==> config.mk <==
export PLATFORM = sky130hd
export DESIGN_NAME = imem_loader
export DESIGN_NICKNAME = d
export VERILOG_FILES = /design/src/rtl/imem_loader_pkg.sv /design/src/rtl/imem_loader_cksum.sv /design/src/rtl/imem_loader.sv
export SDC_FILE = /design/constraint.sdc
export NUM_CORES = 1
export LEC_CHECK = 0
export BUFFER_PORTS_ARGS = -buffer_cell sky130_fd_sc_hd__buf_4
export CORE_MARGIN = 2
export CORE_UTILIZATION = 49
export CTS_BUF_LIST = sky130_fd_sc_hd__clkbuf_2 sky130_fd_sc_hd__clkbuf_4 sky130_fd_sc_hd__clkbuf_8
export DETAILED_ROUTE_END_ITERATION = 12
export GPL_TIMING_DRIVEN = 0
export PLACE_DENSITY = 0.78
export SLEW_MARGIN = 10
export SYNTH_ARGS = -nofsm -noshare
export SYNTH_HDL_FRONTEND = slang
export SYNTH_SLANG_ARGS = --single-unit
==> constraint.sdc <==
create_clock -name clk -period 1.8 [get_ports clk]
set_input_delay 0.45 -clock clk [delete_from_list [all_inputs] [get_ports clk]]
set_output_delay 0.45 -clock clk [all_outputs]
set_load 0.02 [all_outputs]
==> src/rtl/imem_loader_pkg.sv <==
// ============================================================================
// Module      : imem_loader_pkg
// Description : Shared loader definitions: state encodings, byte order, limits.
// Revision    : 1.0 - initial release
// ============================================================================
`timescale 1ns/1ps
`default_nettype none

package imem_loader_pkg;

    typedef enum logic [2:0] {
        LD_IDLE = 3'd0,
        LD_HI   = 3'd1,
        LD_LO   = 3'd2,
        LD_WR   = 3'd3,
        LD_CK   = 3'd4,
        LD_DONE = 3'd5
    } loader_state_t;

    // The first byte of each pair lands in the upper half of the word.
    localparam bit LOADER_HI_BYTE_FIRST = 1'b1;
    localparam int LOADER_MAX_WORDS     = 256;

    function automatic logic loader_is_busy(input loader_state_t s);
        return (s == LD_HI) || (s == LD_LO) || (s == LD_WR) || (s == LD_CK);
    endfunction

endpackage

`default_nettype wire

==> src/rtl/imem_loader_cksum.sv <==
// ============================================================================
// Module      : imem_loader_cksum
// Description : 8-bit modulo-256 byte accumulator with clear/add/compare.
// Revision    : 1.0 - initial release
// ============================================================================
`timescale 1ns/1ps
`default_nettype none

module imem_loader_cksum (
    input  logic       clk,
    input  logic       rst,
    input  logic       clr,
    input  logic       add,
    input  logic [7:0] add_data,
    input  logic [7:0] cmp_data,
    output logic       mismatch
);

    logic [7:0] r_sum;

    always_ff @(posedge clk or posedge rst) begin
        if (rst) begin
            r_sum <= 8'h00;
        end else if (clr) begin
            r_sum <= 8'h00;
        end else if (add) begin
            r_sum <= r_sum + add_data;
        end
    end

    assign mismatch = (cmp_data != r_sum);

endmodule

`default_nettype wire

==> src/rtl/imem_loader.sv <==
// ============================================================================
// Module      : imem_loader
// Description : Boot-time byte-stream loader packing byte pairs into
//               instruction words; optional trailing checksum byte when
//               LOADER_CHECKSUM_EN is defined.
// Revision    : 1.0 - initial release
// ============================================================================
`timescale 1ns/1ps
`default_nettype none

module imem_loader
    import imem_loader_pkg::*;
#(
    parameter int ADDR_W = 8,
    parameter int DATA_W = 16
) (
    input  logic              clk,
    input  logic              rst,
    input  logic              start,
    input  logic [ADDR_W:0]   len,
    input  logic              byte_valid,
    input  logic [7:0]        byte_data,
    output logic              byte_ready,
    output logic [ADDR_W-1:0] mem_addr,
    output logic [DATA_W-1:0] mem_wdata,
    output logic              mem_we,
    output logic              cpu_hold,
    output logic              busy,
    output logic              done,
    output logic              cksum_err
);

    localparam logic [ADDR_W:0]   c_max_words = {1'b1, {ADDR_W{1'b0}}};
    localparam logic [ADDR_W:0]   c_one_word  = 1;
    localparam logic [ADDR_W-1:0] c_addr_one  = 1;
`ifdef LOADER_CHECKSUM_EN
    localparam loader_state_t     c_after_last = LD_CK;
`else
    localparam loader_state_t     c_after_last = LD_DONE;
`endif

    loader_state_t     r_state;
    loader_state_t     w_next_state;
    logic [ADDR_W:0]   r_words;
    logic [ADDR_W-1:0] r_addr;
    logic [DATA_W-1:0] r_wdata;
    logic [ADDR_W:0]   w_len_clamped;
    logic              w_start_acc;
    logic              w_last_word;

    assign w_len_clamped = (len > c_max_words) ? c_max_words : len;
    assign w_start_acc   = start && ((r_state == LD_IDLE) || (r_state == LD_DONE));
    assign w_last_word   = (r_words == c_one_word);

    always_ff @(posedge clk or posedge rst) begin
        if (rst) begin
            r_state <= LD_IDLE;
        end else begin
            r_state <= w_next_state;
        end
    end

    always_comb begin
        w_next_state = r_state;
        case (r_state)
            LD_IDLE, LD_DONE: begin
                if (start) begin
                    w_next_state = (w_len_clamped == '0) ? c_after_last : LD_HI;
                end
            end
            LD_HI:   if (byte_valid) w_next_state = LD_LO;
            LD_LO:   if (byte_valid) w_next_state = LD_WR;
            LD_WR:   w_next_state = w_last_word ? c_after_last : LD_HI;
            LD_CK:   if (byte_valid) w_next_state = LD_DONE;
            default: w_next_state = LD_IDLE;
        endcase
    end

    // Address advances only between words, so the final write stays at the last slot.
    always_ff @(posedge clk or posedge rst) begin
        if (rst) begin
            r_words <= '0;
            r_addr  <= '0;
            r_wdata <= '0;
        end else begin
            if (w_start_acc) begin
                r_words <= w_len_clamped;
                r_addr  <= '0;
            end
            if ((r_state == LD_HI) && byte_valid) begin
                r_wdata[DATA_W-1 -: 8] <= byte_data;
            end
            if ((r_state == LD_LO) && byte_valid) begin
                r_wdata[7:0] <= byte_data;
            end
            if (r_state == LD_WR) begin
                r_words <= r_words - c_one_word;
                if (!w_last_word) begin
                    r_addr <= r_addr + c_addr_one;
                end
            end
        end
    end

    assign byte_ready = (r_state == LD_HI) || (r_state == LD_LO) || (r_state == LD_CK);
    assign mem_we     = (r_state == LD_WR);
    assign mem_addr   = r_addr;
    assign mem_wdata  = r_wdata;
    assign busy       = loader_is_busy(r_state);
    assign cpu_hold   = busy;
    assign done       = (r_state == LD_DONE);

`ifdef LOADER_CHECKSUM_EN
    logic w_ck_mismatch;
    logic w_data_hs;
    logic r_cksum_err;

    assign w_data_hs = byte_valid && ((r_state == LD_HI) || (r_state == LD_LO));

    imem_loader_cksum u_cksum (
        .clk      (clk),
        .rst      (rst),
        .clr      (w_start_acc),
        .add      (w_data_hs),
        .add_data (byte_data),
        .cmp_data (byte_data),
        .mismatch (w_ck_mismatch)
    );

    always_ff @(posedge clk or posedge rst) begin
        if (rst) begin
            r_cksum_err <= 1'b0;
        end else if (w_start_acc) begin
            r_cksum_err <= 1'b0;
        end else if ((r_state == LD_CK) && byte_valid) begin
            r_cksum_err <= w_ck_mismatch;
        end
    end

    assign cksum_err = r_cksum_err;
`else
    assign cksum_err = 1'b0;
`endif

endmodule

`default_nettype wire

==> metrics.csv, run 1 <==
stage,metric,value,unit
timing,setup_slack,-177.9,ps
critical_path,rr_endpoint,mem_wdata[11],
logic_synthesis,syn_area,1908,sq um
routing,drc,0,
routing,wl_per_cell,16.12,microns
critical_path,arrival,1530,ps
timing,final-hold-violation-count,0,
critical_path,r2r_cells,4,
logic_synthesis,synth.distinct_cells,47,
global_route,grtUsageTotal,23.13,%
final_layout,finalNonFillerCells,297,
timing,finClkSkew,2.502,ps
clock_network,cts.clk_slew.worst_paths,70,ps
global_route,grt_pass1_wl,7.610,mm
clock_network,htreeDepth,2,
critical_path,r2r_start,r_state[1],
global_route,use_met2,39.88,%
final_layout,n_antenna_cell,0,
clock_network,clock_latency,290,ps
clock_network,root_buffer,clkbuf_8,
logic_synthesis,yosysWarnings,0,
global_route,met3_usage,8.007,%
logic_synthesis,syn_nets,194,
floorplanning,die_w,66.40,microns
timing,fin_crit_sh,109.9,%
global_route,grt_pass1_vias,1611,
global_route,antenna_found_initial,0,
clock_network,numCtsBuffers,5,
critical_path,cp_cell_sequence,buf_8 -> inv_8 -> nand2_8 -> a31oi_4 -> or2_4 -> buf_6 -> buf_6,
logic_synthesis,yosysSeqAreaShare,47.21,%
final_layout,postLayoutCoreUtil,75.29,%
final_layout,nets,272,
global_route,grt_overflow,0,
final_layout,nFillCells,273,
timing,setup-tns-final,-335.4,ps
clock_network,cts.sinks,36,
power_and_ir_drop,p_leak,1.277,nW
timing,max_freq,0.5056,GHz
logic_synthesis,ys_ff_latch,36,
floorplanning,die_h,66.40,microns
floorplanning,start_util,51.35,%
global_route,globalRouteMet1Util,27.19,%
floorplanning,core_area,3716,sq um
run,drv_cap,0,
routing,drtIter0Drc,93,
routing,vias,1675,
critical_path,start_kind,register,
critical_path,critPathSlowestCell,dfrtp_1,
critical_path,criticalPathCategory,reg -> out,
timing,final-setup-viol-count,4,
critical_path,worst-path-max-fanout,5,
run_status,failed_checks,setup timing,
routing,via_per_inst,5.640,
power_and_ir_drop,powerDensity,1789,nW/um^2
global_route,grt_max_degree,37,
final_layout,area_delta_synth_final,46.62,%
place,hpwl,3.106,mm
run_status,status,finished with violations,
floorplanning,rows,22,
power_and_ir_drop,irDropWorstVdd,1036,uV
routing,routed_wl,4.789,mm
logic_synthesis,synth_edf_count,0,
logic_synthesis,syn_avg_cell_area,11.22,sq um
clock_network,tritoncts,built,
critical_path,crit_path_end_kind,primary output,
place,io_buffers,49,
timing,slew_headroom,49.58,%
place,gp_congestion,0.8654,
min_path,hold_path_class,in -> async,
routing,first_pass_iters,4,
timing,rsz0062_at_grt,yes,
place,dp.cells,267,
timing,fin_crit,1978,ps
clock_network,clk_path_buf_depth,2,
logic_synthesis,synth_flop_cell,dfrtp_1,
final_layout,seq_area,903.4,sq um
critical_path,reg2reg_slack,30,ps
critical_path,crit_top_cell,buf_6,
routing,antenna_left,0,
timing,finalMaxSlewViolations,0,
critical_path,max_stage_delay,380,ps
timing,worst_pin_slew,755.2,ps
critical_path,critPathLaunch,r_state[0],
floorplanning,io_pins,51,
logic_synthesis,async_flop_share,100.0,%
final_layout,multi_input_area,1027,sq um
critical_path,cp.required,1350,ps
final_layout,layout-drive-gt1-share,51.81,%
logic_synthesis,synth_cells,170,
place,dp_slack,-115.8,ps
global_route,grt_most_used_layer,met2,
floorplanning,die-area,4409,sq um
-- how the worst max path moves through the flow --
stage / endpoint / slack, ps / cells after the start
4_1_cts: cpu_hold / -220 / 7
2_1_floorplan: cpu_hold / 2 / 5
6_report: cpu_hold / -180 / 7
5_1_grt: cpu_hold / -240 / 7
3_5_place_dp: cpu_hold / -120 / 7
3_3_place_gp: cpu_hold / -90 / 7
-- metrics by stage --
step	hold WS, ps	power [W]	instance area [sq um]
after floorplan	525.3	0.002874	1931
after global routing	363.1	0.005279	2798
final	300.4	0.005004	2798
after CTS	321.1	0.004731	2664
after global placement	493.6	0.003569	2359
after detailed placement	497.7	0.003621	2359
-- layout by cell type, fill, tap and decap left out, types with 3 or more instances in the layout --
master    instances
buf_4            68
inv_1             5
dfrtp_1          34
buf_6             5
mux2_2           17
a22oi_1           3
a21oi_1           5
ha_1              3
a211oi_1          3
o21ai_0           6
clkbuf_8          7
nand2_1           9
nand3_1           8
nor2_1           10
-- kinds of logic after synthesis --
logic type | Yosys count | synth area share, %
other cells | 1 | 0.1965
simple gates | 55 | 19.61
mux | 20 | 11.87
buf+inv | 16 | 3.869
flops | 36 | 47.21
fa+ha+maj | 3 | 1.967
compound gates | 36 | 13.90
xor+xnor | 3 | 1.377
-- state kept, by name (all words and copies together) (netlist names) --
| name | count |
|---|---|
| mem_addr | 8 |
| mem_wdata | 16 |
| r_state | 3 |
| r_words | 9 |
-- per-layer routing --
metal  part of all wire (%)  vias to the layer above
li1                       -                      780
met1                     41                      820
met2                     50                       65
met3                    7.1                       10
met4                    1.3                        0
met5                      0                        -
-- cells in the mapped netlist, drive strengths merged, types with 5 or more instances --
master | n | area (sq um)
a211oi | 5 | 37.54
inv | 9 | 33.79
nand3 | 9 | 45.04
nand2 | 11 | 41.29
a21oi | 6 | 41.29
mux2 | 18 | 206.4
buf | 5 | 32.53
nor2 | 12 | 45.04
dfrtp | 36 | 900.9
o21ai | 6 | 30.03
-- critical path: cells and delay by family, from the launching register on --
family | cells | cell delay (ps)
compound gates | 1 | 80
flops | 1 | 380
buf+inv | 4 | 450
simple gates | 2 | 320
-- repair_timing --
item / in CTS / in global routing
resized for setup: 26 / 8
cloned: 0 / 1
hold buffers: 0 / 0
buffers inserted: 11 / 11
pin swaps: 1 / 6
setup endpoints to repair: 7 / 25
-- cell type report --
type	instances	share of cell area, %
Clock inverter	1	1.073
Inverter	9	1.789
Clock buffer	7	3.444
Multi-Input combinational cell	118	36.72
Buffer	6	2.057
Timing Repair Buffer	72	20.48
Tap cell	48	2.147
Sequential cell	36	32.29
-- power by group --
part           switching (W)  total, W  leakage [nW]  internal, W
registers           0.000321   0.00147         0.446      0.00115
clock network       0.000300  0.000789        0.0645     0.000489
logic                0.00136   0.00275         0.767      0.00139
total                0.00198   0.00500          1.28      0.00302
(Power assumes the default switching activity.)
==> run 2, diff against run 1 <==
--- a/config.mk
+++ b/config.mk
@@ -11,7 +11,7 @@
 export CTS_BUF_LIST = sky130_fd_sc_hd__clkbuf_2 sky130_fd_sc_hd__clkbuf_4 sky130_fd_sc_hd__clkbuf_8
 export DETAILED_ROUTE_END_ITERATION = 12
 export GPL_TIMING_DRIVEN = 0
-export PLACE_DENSITY = 0.78
+export PLACE_DENSITY = 0.79
 export SLEW_MARGIN = 10
 export SYNTH_ARGS = -nofsm -noshare
 export SYNTH_HDL_FRONTEND = slang
==> metrics.csv, run 2 (synthesized netlist as in run 1, its figures left out) <==
stage,metric,value,unit
timing,finClkSkew,9.094,ps
timing,fin_crit,1968,ps
power_and_ir_drop,pwr-share-comb,54.1,%
clock_network,clock_latency,290,ps
routing,routed_wl,4.714,mm
timing,final-hold-violation-count,0,
global_route,grtUsageTotal,22.24,%
power_and_ir_drop,intPower,0.002875,W
place,hpwl,2.953,mm
critical_path,critPathLaunch,r_state[1],
global_route,grt_overflow,0,
final_layout,layout_commonest_cell,buf_4,
timing,finalMaxSlewViolations,0,
run_status,failed_checks,setup timing,
power_and_ir_drop,clock_power_share,15.1,%
timing,worst_pin_slew,740.5,ps
clock_network,tritoncts,built,
clock_network,cts.sinks,36,
routing,drtIter0Drc,98,
run_status,status,finished with violations,
min_path,hold_path_class,in -> async,
final_layout,layout-drive-gt1-share,51.00,%
power_and_ir_drop,powerDensity,1760,nW/um^2
final_layout,n_antenna_cell,0,
floorplanning,die-area,4409,sq um
final_layout,largest_reg_flops,16,
final_layout,postLayoutCoreUtil,73.67,%
critical_path,crit_top_cell,buf_6,
power_and_ir_drop,p_leak,1.268,nW
global_route,antenna_found_initial,0,
routing,via_per_inst,5.640,
routing,first_pass_iters,4,
critical_path,arrival,1520,ps
run,drv_cap,0,
timing,max_freq,0.5080,GHz
floorplanning,die_h,66.40,microns
critical_path,cp_cell_sequence,buf_6 -> nand2b_4 -> a31oi_4 -> or2_4 -> buf_6 -> buf_6,
final_layout,nets,272,
final_layout,final_cell_mix,"buf_4, dfrtp_1, mux2_2",
power_and_ir_drop,power.switching,0.001943,W
critical_path,cp.required,1350,ps
floorplanning,die_w,66.40,microns
critical_path,start_kind,register,
routing,antenna_left,0,
timing,slew_headroom,50.56,%
timing,whs,288.2,ps
critical_path,critPathSlowestCell,dfrtp_1,
clock_network,clk_path_buf_depth,2,
global_route,grt_max_degree,37,
routing,vias,1675,
timing,fin_crit_sh,109.4,%
floorplanning,io_pins,51,
power_and_ir_drop,p_seq_share,30.7,%
floorplanning,core_area,3716,sq um
global_route,grt_pass1_vias,1607,
place,gp_congestion,0.8436,
power_and_ir_drop,sw_frac_of_total,40.32,%
clock_network,cts.clk_slew.worst_paths,80,ps
floorplanning,start_util,51.35,%
clock_network,htreeDepth,2,
global_route,grt_pass1_wl,7.493,mm
critical_path,r2r_start,r_state[0],
routing,wl_per_cell,15.87,microns
critical_path,max_stage_delay,370,ps
floorplanning,rows,22,
critical_path,worst-path-max-fanout,8,
final_layout,area_delta_synth_final,43.48,%
critical_path,criticalPathCategory,reg -> out,
timing,rsz0062_at_grt,yes,
timing,setup_slack,-168.5,ps
power_and_ir_drop,irDropWorstVdd,1173,uV
critical_path,crit_path_end_kind,primary output,
timing,final-setup-viol-count,3,
routing,drc,0,
place,io_buffers,49,
clock_network,numCtsBuffers,5,
clock_network,root_buffer,clkbuf_8,
## run 2: critical path, delay by kind of cell (launching register included)
family	cells	cell delay, ps
buffers and inverters	3	390
and+or+nand+nor	2	400
DFF	1	370
AOI/OAI and AO/OA	1	80
## run 2: per-stage QoR
stage	instance area (sq um)	TNS, ps	cells	total power (W)	setup WS [ps]
floorplan	1931	0	170	0.002874	1.863
detailed placement	2359	-121.9	267	0.003603	-86.26
CTS	2610	-265.8	286	0.004541	-168.6
global placement	2359	-74.02	267	0.003558	-62.75
global route	2738	-540.1	297	0.005075	-223.0
finish	2738	-268.5	297	0.004818	-168.5
## run 2: path summary, 6_finish.rpt
check	endpoint	slack [ps]	depth (start not counted)
max	cpu_hold	-170	6
min	mem_wdata[11]	290	2
max reg2reg	mem_wdata[7]	30	8
min reg2reg	mem_wdata[14]	510	1
max in group asynchronous	r_state[2]	1000	2
min in group clk	r_words[2]	390	3
## run 2: repair_timing
item,in CTS,in global routing
gates resized for setup,16,12
hold buffers,0,0
pin swaps,3,8
buffers inserted,11,12
endpoints found under the setup margin,9,27
## run 2: layout make-up
class	instances	area [sq um]
clock inverters	3	42.54
inverters	9	45.04
fillers	251	978.4
clock buffers	5	68.82
multi-input cells	118	1002
flip-flops and latches	36	904.6
well taps	48	60.06
plain buffers	6	53.80
repair buffers	72	560.5
## run 2: power by group through the flow
stage | clock network [W] | registers (W) | logic, W
after detailed placement | 0 | 0.00148 | 0.00213
final | 0.000728 | 0.00148 | 0.00261
after CTS | 0.000721 | 0.00147 | 0.00235
after global routing | 0.000765 | 0.00152 | 0.00279
after floorplan | 0 | 0.00169 | 0.00118
after global placement | 0 | 0.00147 | 0.00208
## run 2: metal layers
layer  part of all wire, %  GRT usage, %  up-vias
li1                      -             -      780
met1                    43         27.90      833
met2                    50         37.63       56
met3                   5.6         5.963        6
met4                   1.0         6.122        0
met5                     0             0        -
